`src/rtl/sfp_row_norm.sv`:
```
// Row-wise normaliser: sums |lane| per row into a local and an export queue, then
// divides a later row by the combined two-core sum with an iterative restoring divider.
module sfp_row_norm #(
  parameter int col     = 8,
  parameter int bw      = 8,
  parameter int bw_psum = 2*bw+4,
  parameter int depth   = 16,
  parameter int shift   = 7
) (
  input  logic                      clk,
  input  logic                      reset,
  input  logic                      acc,
  input  logic                      div,
  input  logic [col*bw_psum-1:0]    sfp_in,
  input  logic [bw_psum+3:0]        sum_in,
  input  logic                      sum_in_valid,
  input  logic                      sum_out_rd,
  output logic [bw_psum+3:0]        sum_out,
  output logic                      sum_out_valid,
  output logic                      div_ready,
  output logic [col*bw_psum-1:0]    sfp_out,
  output logic                      out_valid,
  output logic                      div_by_zero,
  output logic                      overflow
);
  localparam int SW = bw_psum + 4;
  localparam int DW = bw_psum + 5 - shift;
  localparam int AW = $clog2(depth);
  localparam int CW = $clog2(bw_psum + 1);

  // Handshake: a row is taken on a rising edge where div && div_ready; the caller
  // holds div and sfp_in until then. acc owns the sfp_in bus whenever it is high.

  typedef enum logic {IDLE, DIV} state_t;
  state_t state, state_nxt;

  function automatic logic [bw_psum-1:0] mag_of(input logic [bw_psum-1:0] v);
    return v[bw_psum-1] ? (~v + bw_psum'(1)) : v;
  endfunction

  logic [SW-1:0] row_sum;
  always_comb begin
    row_sum = '0;
    for (int i = 0; i < col; i++)
      row_sum = row_sum + SW'(mag_of(sfp_in[bw_psum*i +: bw_psum]));
  end

  // Local queue feeds the divider, export queue feeds the partner core.
  logic [SW-1:0] iq_mem [depth];
  logic [SW-1:0] eq_mem [depth];
  logic [AW:0]   iq_wp, iq_rp, eq_wp, eq_rp;
  logic          iq_empty, iq_full, eq_empty, eq_full;
  logic          iq_pop, eq_pop, iq_push, eq_push, accept;
  logic [SW-1:0] iq_head;
  logic [DW-1:0] d_calc;

  assign iq_empty = (iq_wp == iq_rp);
  assign eq_empty = (eq_wp == eq_rp);
  assign iq_full  = (iq_wp[AW] != iq_rp[AW]) && (iq_wp[AW-1:0] == iq_rp[AW-1:0]);
  assign eq_full  = (eq_wp[AW] != eq_rp[AW]) && (eq_wp[AW-1:0] == eq_rp[AW-1:0]);
  assign iq_head  = iq_mem[iq_rp[AW-1:0]];

  assign div_ready = (state == IDLE) && !iq_empty && sum_in_valid && !acc;
  assign accept    = div && div_ready;
  assign iq_pop    = accept;
  assign eq_pop    = sum_out_rd && !eq_empty;
  assign iq_push   = acc && (!iq_full || iq_pop);
  assign eq_push   = acc && (!eq_full || eq_pop);
  assign d_calc    = DW'(iq_head >> shift) + DW'(sum_in >> shift);

  assign sum_out       = eq_empty ? '0 : eq_mem[eq_rp[AW-1:0]];
  assign sum_out_valid = !eq_empty;

  always_ff @(posedge clk) begin
    if (iq_push) iq_mem[iq_wp[AW-1:0]] <= row_sum;
    if (eq_push) eq_mem[eq_wp[AW-1:0]] <= row_sum;
  end

  always_ff @(posedge clk or posedge reset) begin
    if (reset) begin
      iq_wp    <= '0;
      iq_rp    <= '0;
      eq_wp    <= '0;
      eq_rp    <= '0;
      overflow <= 1'b0;
    end else begin
      if (iq_push) iq_wp <= iq_wp + (AW+1)'(1);
      if (iq_pop)  iq_rp <= iq_rp + (AW+1)'(1);
      if (eq_push) eq_wp <= eq_wp + (AW+1)'(1);
      if (eq_pop)  eq_rp <= eq_rp + (AW+1)'(1);
      if (acc && ((iq_full && !iq_pop) || (eq_full && !eq_pop)))
        overflow <= 1'b1;
    end
  end

  logic [CW-1:0]      cnt;
  logic [DW-1:0]      divisor;
  logic               dz;
  logic               neg     [col];
  logic [DW-1:0]      rem     [col];
  logic [bw_psum-1:0] quo     [col];
  logic [DW-1:0]      rem_nxt [col];
  logic [bw_psum-1:0] quo_nxt [col];
  logic [col*bw_psum-1:0] res_pk;
  logic               last_iter;

  assign last_iter = (state == DIV) && (cnt == CW'(bw_psum - 1));

  always_ff @(posedge clk or posedge reset) begin
    if (reset) state <= IDLE;
    else       state <= state_nxt;
  end

  always_comb begin
    state_nxt = state;
    case (state)
      IDLE: if (accept)    state_nxt = DIV;
      DIV:  if (last_iter) state_nxt = IDLE;
      default:             state_nxt = IDLE;
    endcase
  end

  // One restoring step per cycle: dividend bits stream out of quo's MSB while
  // quotient bits shift into its LSB.
  always_comb begin : div_step
    logic [DW:0]        trial;
    logic [DW:0]        diff;
    logic [bw_psum-1:0] q;
    res_pk = '0;
    for (int i = 0; i < col; i++) begin
      trial = {rem[i], quo[i][bw_psum-1]};
      diff  = trial - {1'b0, divisor};
      if (trial >= {1'b0, divisor}) begin
        rem_nxt[i] = diff[DW-1:0];
        q          = {quo[i][bw_psum-2:0], 1'b1};
      end else begin
        rem_nxt[i] = trial[DW-1:0];
        q          = {quo[i][bw_psum-2:0], 1'b0};
      end
      quo_nxt[i] = q;
      res_pk[bw_psum*i +: bw_psum] = neg[i] ? (~q + bw_psum'(1)) : q;
    end
  end

  always_ff @(posedge clk or posedge reset) begin
    if (reset) begin
      cnt         <= '0;
      divisor     <= '0;
      dz          <= 1'b0;
      sfp_out     <= '0;
      out_valid   <= 1'b0;
      div_by_zero <= 1'b0;
      for (int i = 0; i < col; i++) begin
        neg[i] <= 1'b0;
        rem[i] <= '0;
        quo[i] <= '0;
      end
    end else begin
      out_valid <= 1'b0;
      if (accept) begin
        cnt     <= '0;
        divisor <= d_calc;
        dz      <= (d_calc == '0);
        for (int i = 0; i < col; i++) begin
          neg[i] <= sfp_in[bw_psum*i + bw_psum - 1];
          rem[i] <= '0;
          quo[i] <= mag_of(sfp_in[bw_psum*i +: bw_psum]);
        end
      end else if (state == DIV) begin
        cnt <= cnt + CW'(1);
        for (int i = 0; i < col; i++) begin
          rem[i] <= rem_nxt[i];
          quo[i] <= quo_nxt[i];
        end
        if (last_iter) begin
          sfp_out     <= dz ? '0 : res_pk;
          div_by_zero <= dz;
          out_valid   <= 1'b1;
        end
      end
    end
  end

endmodule

```
`config.mk`:
```
export PLATFORM = sky130hd
export DESIGN_NAME = sfp_row_norm
export DESIGN_NICKNAME = d
export VERILOG_FILES = /design/src/rtl/sfp_row_norm.sv
export SDC_FILE = /design/constraint.sdc
export NUM_CORES = 2
export LEC_CHECK = 0
export CORE_MARGIN = 4
export CORE_UTILIZATION = 55
export DETAILED_ROUTE_END_ITERATION = 10
export PLACE_DENSITY = 0.83
export SYNTH_ARGS = -nofsm -noshare
export SYNTH_HDL_FRONTEND = slang
export SYNTH_SLANG_ARGS = --single-unit
```
`constraint.sdc`:
```
create_clock -name clk -period 16.05 [get_ports clk]
set_input_delay 2.4075 -clock clk [delete_from_list [all_inputs] [get_ports clk]]
set_output_delay 2.4075 -clock clk [all_outputs]
set_load 0.05 [all_outputs]
```
== Yosys cells after proc, flatten, opt, wreduce, memory -nomap -nowiden ==
Memories as Yosys holds them, arrays and structs flattened.
Cells that the tools add are included.
Storage, ports and cells
  input port bits: 190
  latch bits: 0
  memories kept: 2
  output and inout port bits: 189
  logic and storage cells: 184
  memory bits (read-only): 0
  register bits after elaboration: 520
  memory bits (writable): 768
Operators by class
  eq/ne operators: 7
  mux-type cells: 50
  magnitude comparators: 8
  reduce and logical (&&, ||, !) cells: 26
  bitwise logic cells: 18
  multipliers: 0
  div/mod/pow operators: 0
  add/subtract/negate cells: 37
  shift operators: 0
Memory list
  eq_mem: depth 16, width 24, rd ports 1, clocked after memory_dff 0, wr ports 1, line 50  | logic [SW-1:0] eq_mem [depth];
  iq_mem: depth 16, width 24, rd ports 1, clocked after memory_dff 0, wr ports 1, line 49  | logic [SW-1:0] iq_mem [depth];
Operators with widths (number)
  $mux W160: 3
  $add A20 B1 Y20 const B: 16
  $mux W20: 16
  $not A20 Y20: 16
  $mux W144: 2
  $ge A19 B18 Y1: 8
  $mux W18: 8
  $sub A18 B18 Y18: 8
  $add A24 B20 Y24: 3
  $add A5 B1 Y5 const B: 5
  $add A23 B20 Y24: 1
  $mux W24: 1
  $add A22 B20 Y23: 1
  $add A21 B20 Y22: 1
  $add A20 B20 Y21: 1
  $add A17 B17 Y18: 1
  $logic_not A18 Y1: 1
  $mux W1: 17
  $logic_and A1 B1 Y1: 13
  $eq A5 B5 Y1: 2
  $mux W5: 2
  $eq A4 B4 Y1: 2
  $logic_not A1 Y1: 7
  $eq A5 B5 Y1 const B: 1
  other kinds (6): 10

== Depth between registers and ports, before layout ==
  word-level depth: 10
  mapped depth: 24
  mapped depth without buffers: 24

== Least setup slack after synthesis ==
No wires, ideal clock.
  kind: in2reg
  start: in sfp_in[61]
  end: mem eq_mem[0][21] (netlist bit) (data pin)
  path buffers: 0
  slack: 7184 ps
  required time: 15663 ps
  arrival time: 8479 ps
  library setup time: 387 ps
  cell stages on the path: 22
  path through: inv_1 ha_1 nand2b_1 or4_1 or2_2 o41ai_1 xnor2_1 fa_1 fa_1 fa_1 inv_1 fa_1 inv_1 ha_1 and3_1 o311ai_0 a21boi_0 o21ai_0 a21boi_0 a2111o_1 o31ai_1 xnor2_1
On the way
  cells in the longest elaborated chain, start to end: 8
Ends and longest elaborated chain
  start, declared: line 14  | input logic [col*bw_psum-1:0] sfp_in,
  $not A20 Y20: line 38  | return v[bw_psum-1] ? (~v + bw_psum'(1)) : v;
  $add A20 B1 Y20: line 38
  $mux W20 (*): line 38
  $add A22 B20 Y23 (*): line 45  | row_sum = row_sum + SW'(mag_of(sfp_in[bw_psum*i +: bw_psum]));
  $add A23 B20 Y24 (*): line 45
  $add A24 B20 Y24 (*) (3 in a row): line 45
  via row_sum[21]: line 41  | logic [SW-1:0] row_sum;
  end, declared: line 50
Mark *: on every way through the listed nets, which the timed path passes. The rest lies on a longest branch.

== Final worst setup path ==
  start: in sfp_in[40]
  end: mem eq_mem[12][22] (netlist bit) (data pin)
On the way
  cells in the longest elaborated chain, start to end: 9
Ends and longest elaborated chain (line)
  $not A20 Y20: 38
  $add A20 B1 Y20: 38
  $mux W20 (*): 38
  $add A21 B20 Y22 (*): 45
  $add A22 B20 Y23 (*): 45
  $add A23 B20 Y24 (*): 45
  $add A24 B20 Y24 (*) (3 in a row): 45
  via row_sum[22]: 41
Marks and branches as above.

==> results.json <==
{
  "cts_root_buf": "clkbuf_16",
  "pin_count": 379,
  "cap_violations": 0,
  "slowest_stage": "o41a_1",
  "synth_edf_count": 624,
  "cts_made_buffers": 115,
  "synthesis.nets": 5837,
  "dr_total_vias": 46800,
  "synth.area.top_cells": "edfxtp_1 30%, dfrtp_1 21%, mux4_2 7.1%, nand2_1 4.5%, ha_1 4.2%",
  "cp.required_ps": 16360,
  "slew_violations": 0,
  "antenna_found_initial": 38,
  "cts_tree": "yes",
  "hold_path.class": "reg -> reg",
  "postSynthCellCount": 5309,
  "placementRows": 123,
  "drive_above_1_share_pct": 9.44,
  "initial_utilization_pct": 55.4,
  "postSynthAreaPerCell_um2": 11.7,
  "cts_hold_buf": 0,
  "nets": 6116,
  "crit_path_start_kind": "input port",
  "die_area_um2": 119000,
  "wl_per_cell_um": 26.5,
  "port_buffers": 370,
  "syn2layout_area_growth_pct": 15.0,
  "yosysUniqueCellTypes": 81,
  "outcome": "complete, no violations",
  "regToRegSetupSlack_ps": 10070,
  "rr_worst_depth": 14,
  "clk_pin_slew_ps": 60,
  "core-area_um2": 112000,
  "cts_setup_buffers": 0,
  "drtIter0Drc": 6069,
  "final_antenna_net_count": 0,
  "crit_fanout": 32,
  "slew_headroom_pct": 5.17,
  "cts_sinks": 1144,
  "fin_setup_tns_ps": 0,
  "ys_warn_count": 0,
  "ys_seq_elements": 1144,
  "min_period_over_period_pct": 60.2,
  "grt_pass1_vias": 44700,
  "rr_startpoint": "iq_rp[0]$_DFFE_PP0P_",
  "fp.dieH_um": 344,
  "hold_depth": 2,
  "synth-async-reset-ratio_pct": 45.5,
  "overflow": 0,
  "die_w_um": 344,
  "end_kind": "flop",
  "netlist_area_um2": 62200,
  "yosysSeqAreaShare_pct": 51.0,
  "drc": 0,
  "first_pass_iters": 8,
  "skew_ps": 36.9,
  "hold_path_end": "sfp_out[107]$_DFFE_PP0P_",
  "vias_per_cell": 6.49,
  "slowest_delay_ps": 1100,
  "setup_viol": 0,
  "crit_top_cell": "fa_1",
  "grt_max_degree": 201,
  "cts_resized": 0,
  "synth.top_cell.area_share_pct": 30.1,
  "min-delay-start": "sfp_out[107]$_DFFE_PP0P_",
  "grt_pass1_wl_mm": 283,
  "finalHoldViolCount": 0,
  "hpwl_mm": 129,
  "worstPathArrival_ps": 9980,
  "fillers": 8182,
  "max_freq_mhz": 103,
  "rsz0062_at_grt": "false",
  "fin_crit_ps": 9670,
  "gp_congestion": 0.976,
  "htree_levels": 3,
  "tightest_slew_ps": 1410,
  "crit_chain": "clkdlybuf4s50_1, inv_1, ha_1, nand2b_1, xnor2_1, fa_1, fa_1, inv_1, fa_1, inv_1, fa_1, ha_1, inv_1, fa_1, nor2b_1, o21ai_0, a21boi_0, o31a_1, o21ai_0, a21boi_0, nor4_1, o21ai_0, o41a_1",
  "regToRegEndpoint": "dz$_DFFE_PP0P_",
  "synthFlopType": "edfxtp_1",
  "cts.path.max_buffers": 3,
  "worst_skew_pair.late_latency_ps": 730,
  "totalWireLength_mm": 191,
  "worstSetupPathType": "in -> reg",
  "track_usage_pct": 31.7,
  "synth_top_cell_by_area": "edfxtp_1"
}
layout by cell type (no fill, tap or decap), types with 20 or more instances in the layout:
master and n:
nand2_1 738, edfxtp_1 624, dfrtp_1 513, o21ai_0 390
clkdlybuf4s50_1 370, inv_1 236, ha_1 210, xnor2_1 208
xor2_1 196, mux4_2 195, nor2_1 155, a21oi_1 152
o31ai_1 131, fa_1 128, a22oi_1 125, clkbuf_16 116
nand3_1 75, nor3_1 69, nor2b_1 69, nand2b_1 65
mux2i_1 61, a21o_1 60, buf_4 60, o41ai_1 50
a22o_1 50, or3_1 47, diode_2 35, nand4_1 33
or4_1 33, a31oi_1 31, or2_2 26, and2_1 24
nor4_1 22, clkinv_2 21, and3_1 20, o21a_1 20
clkbuf_1 20
area by class of cell:
cell class                      count  area, um2  area share (%)
Tap cell                         1500       1880            2.62
Clock buffer                      150       3170            4.43
Sequential cell                  1144      31800            44.4
Clock inverter                     57        734            1.03
Multi-Input combinational cell   3656      28800            40.3
Inverter                          239        901            1.26
Antenna cell                       35       87.6           0.122
Timing Repair Buffer              432       4190            5.86
through the flow:
| stage | cells | util [%] | setup WS [ps] | hold WS (ps) | instance area [um2] |
|---|---|---|---|---|---|
| 2_1_floorplan | 5309 | - | 6580 | 450 | 62200 |
| 3_3_place_gp | 6971 | 60.1 | 6030 | 459 | 67600 |
| 3_5_place_dp | 6971 | 60.1 | 5850 | 466 | 67600 |
| 4_1_cts | 7178 | 63.6 | 6580 | 479 | 71500 |
| 5_1_grt | 7197 | 63.6 | 5970 | 494 | 71500 |
| 6_report | 7213 | 63.7 | 6380 | 474 | 71500 |
cells by family (layout without fill, tap and decap cells):
family	after synthesis	after routing	synth area share (%)
DFF	1144	1144	51.0
buffers and inverters	509	878	3.09
and+or+nand+nor	1441	1441	10.8
muxes	260	260	8.11
xor gates and xnor gates	418	418	5.88
other	1	36	0.00603
adders and majority gates	338	338	8.34
AOI/OAI and AO/OA	1198	1198	12.8
synth_stat cells, types with 13 or more instances:
cell type and n:
a211oi_1 17, a21boi_0 17, a21o_1 60, a21oi_1 153, a221o_1 17, a22o_1 50, a22oi_1 125, a31oi_1 31
a32oi_1 13, and2_1 25, and3_1 20, buf_1 37, clkbuf_1 230, dfrtp_1 520, edfxtp_1 624, fa_1 128
ha_1 210, inv_1 237, mux2i_1 61, mux4_2 195, nand2_1 740, nand2b_1 66, nand3_1 75, nand4_1 33
nor2_1 170, nor2b_1 70, nor3_1 73, nor4_1 22, o211ai_1 17, o21a_1 20, o21ai_0 391, o31a_1 14
o31ai_1 131, o41ai_1 50, or2_2 26, or3_1 47, or4_1 33, xnor2_1 216, xor2_1 202
worst max path at each step:
stage                          start                       end  slack (ps)  depth (start not counted)
after floorplan                reset        cnt[0]$_DFFE_PP0P_        6580                          1
final                     sfp_in[40]  eq_mem[12][22]$_DFFE_PP_        6380                         23
after detailed placement  sfp_in[40]  eq_mem[14][22]$_DFFE_PP_        5850                         23
after global placement    sfp_in[40]   eq_mem[0][21]$_DFFE_PP_        6030                         23
after CTS                 sfp_in[40]  eq_mem[12][22]$_DFFE_PP_        6580                         23
after global routing      sfp_in[40]  eq_mem[12][22]$_DFFE_PP_        5970                         23
layer usage:
| layer | up-vias | global-route usage [%] | wire length (um) |
|---|---|---|---|
| li1 | 20100 | - | - |
| met1 | 23100 | 42.3 | 70000 |
| met2 | 2911 | 48.6 | 87300 |
| met3 | 616 | 8.39 | 22400 |
| met4 | 16 | 15.5 | 11200 |
| met5 | - | 0 | 165 |
flip-flops by register name, summed over array words and instances (netlist names), 8 cells and up:
name	flops
eq_mem	368
sfp_out	160
divisor	18
div_step.trial	19
neg	8
quo	159
rem	126
iq_mem	256
worst max-delay path, delay by kind of cell:
family,cells,cell delay (ps)
AO/OA/AOI/OAI,7,2410
XOR/XNOR,1,490
adder cells (fa/ha/maj),7,3080
buffers and inverters,5,1140
AND/OR/NAND/NOR,3,420
Power is left out: the tool's default activity adds up to more than one toggle a clock period on the data nets, which glitch-free logic cannot reach.
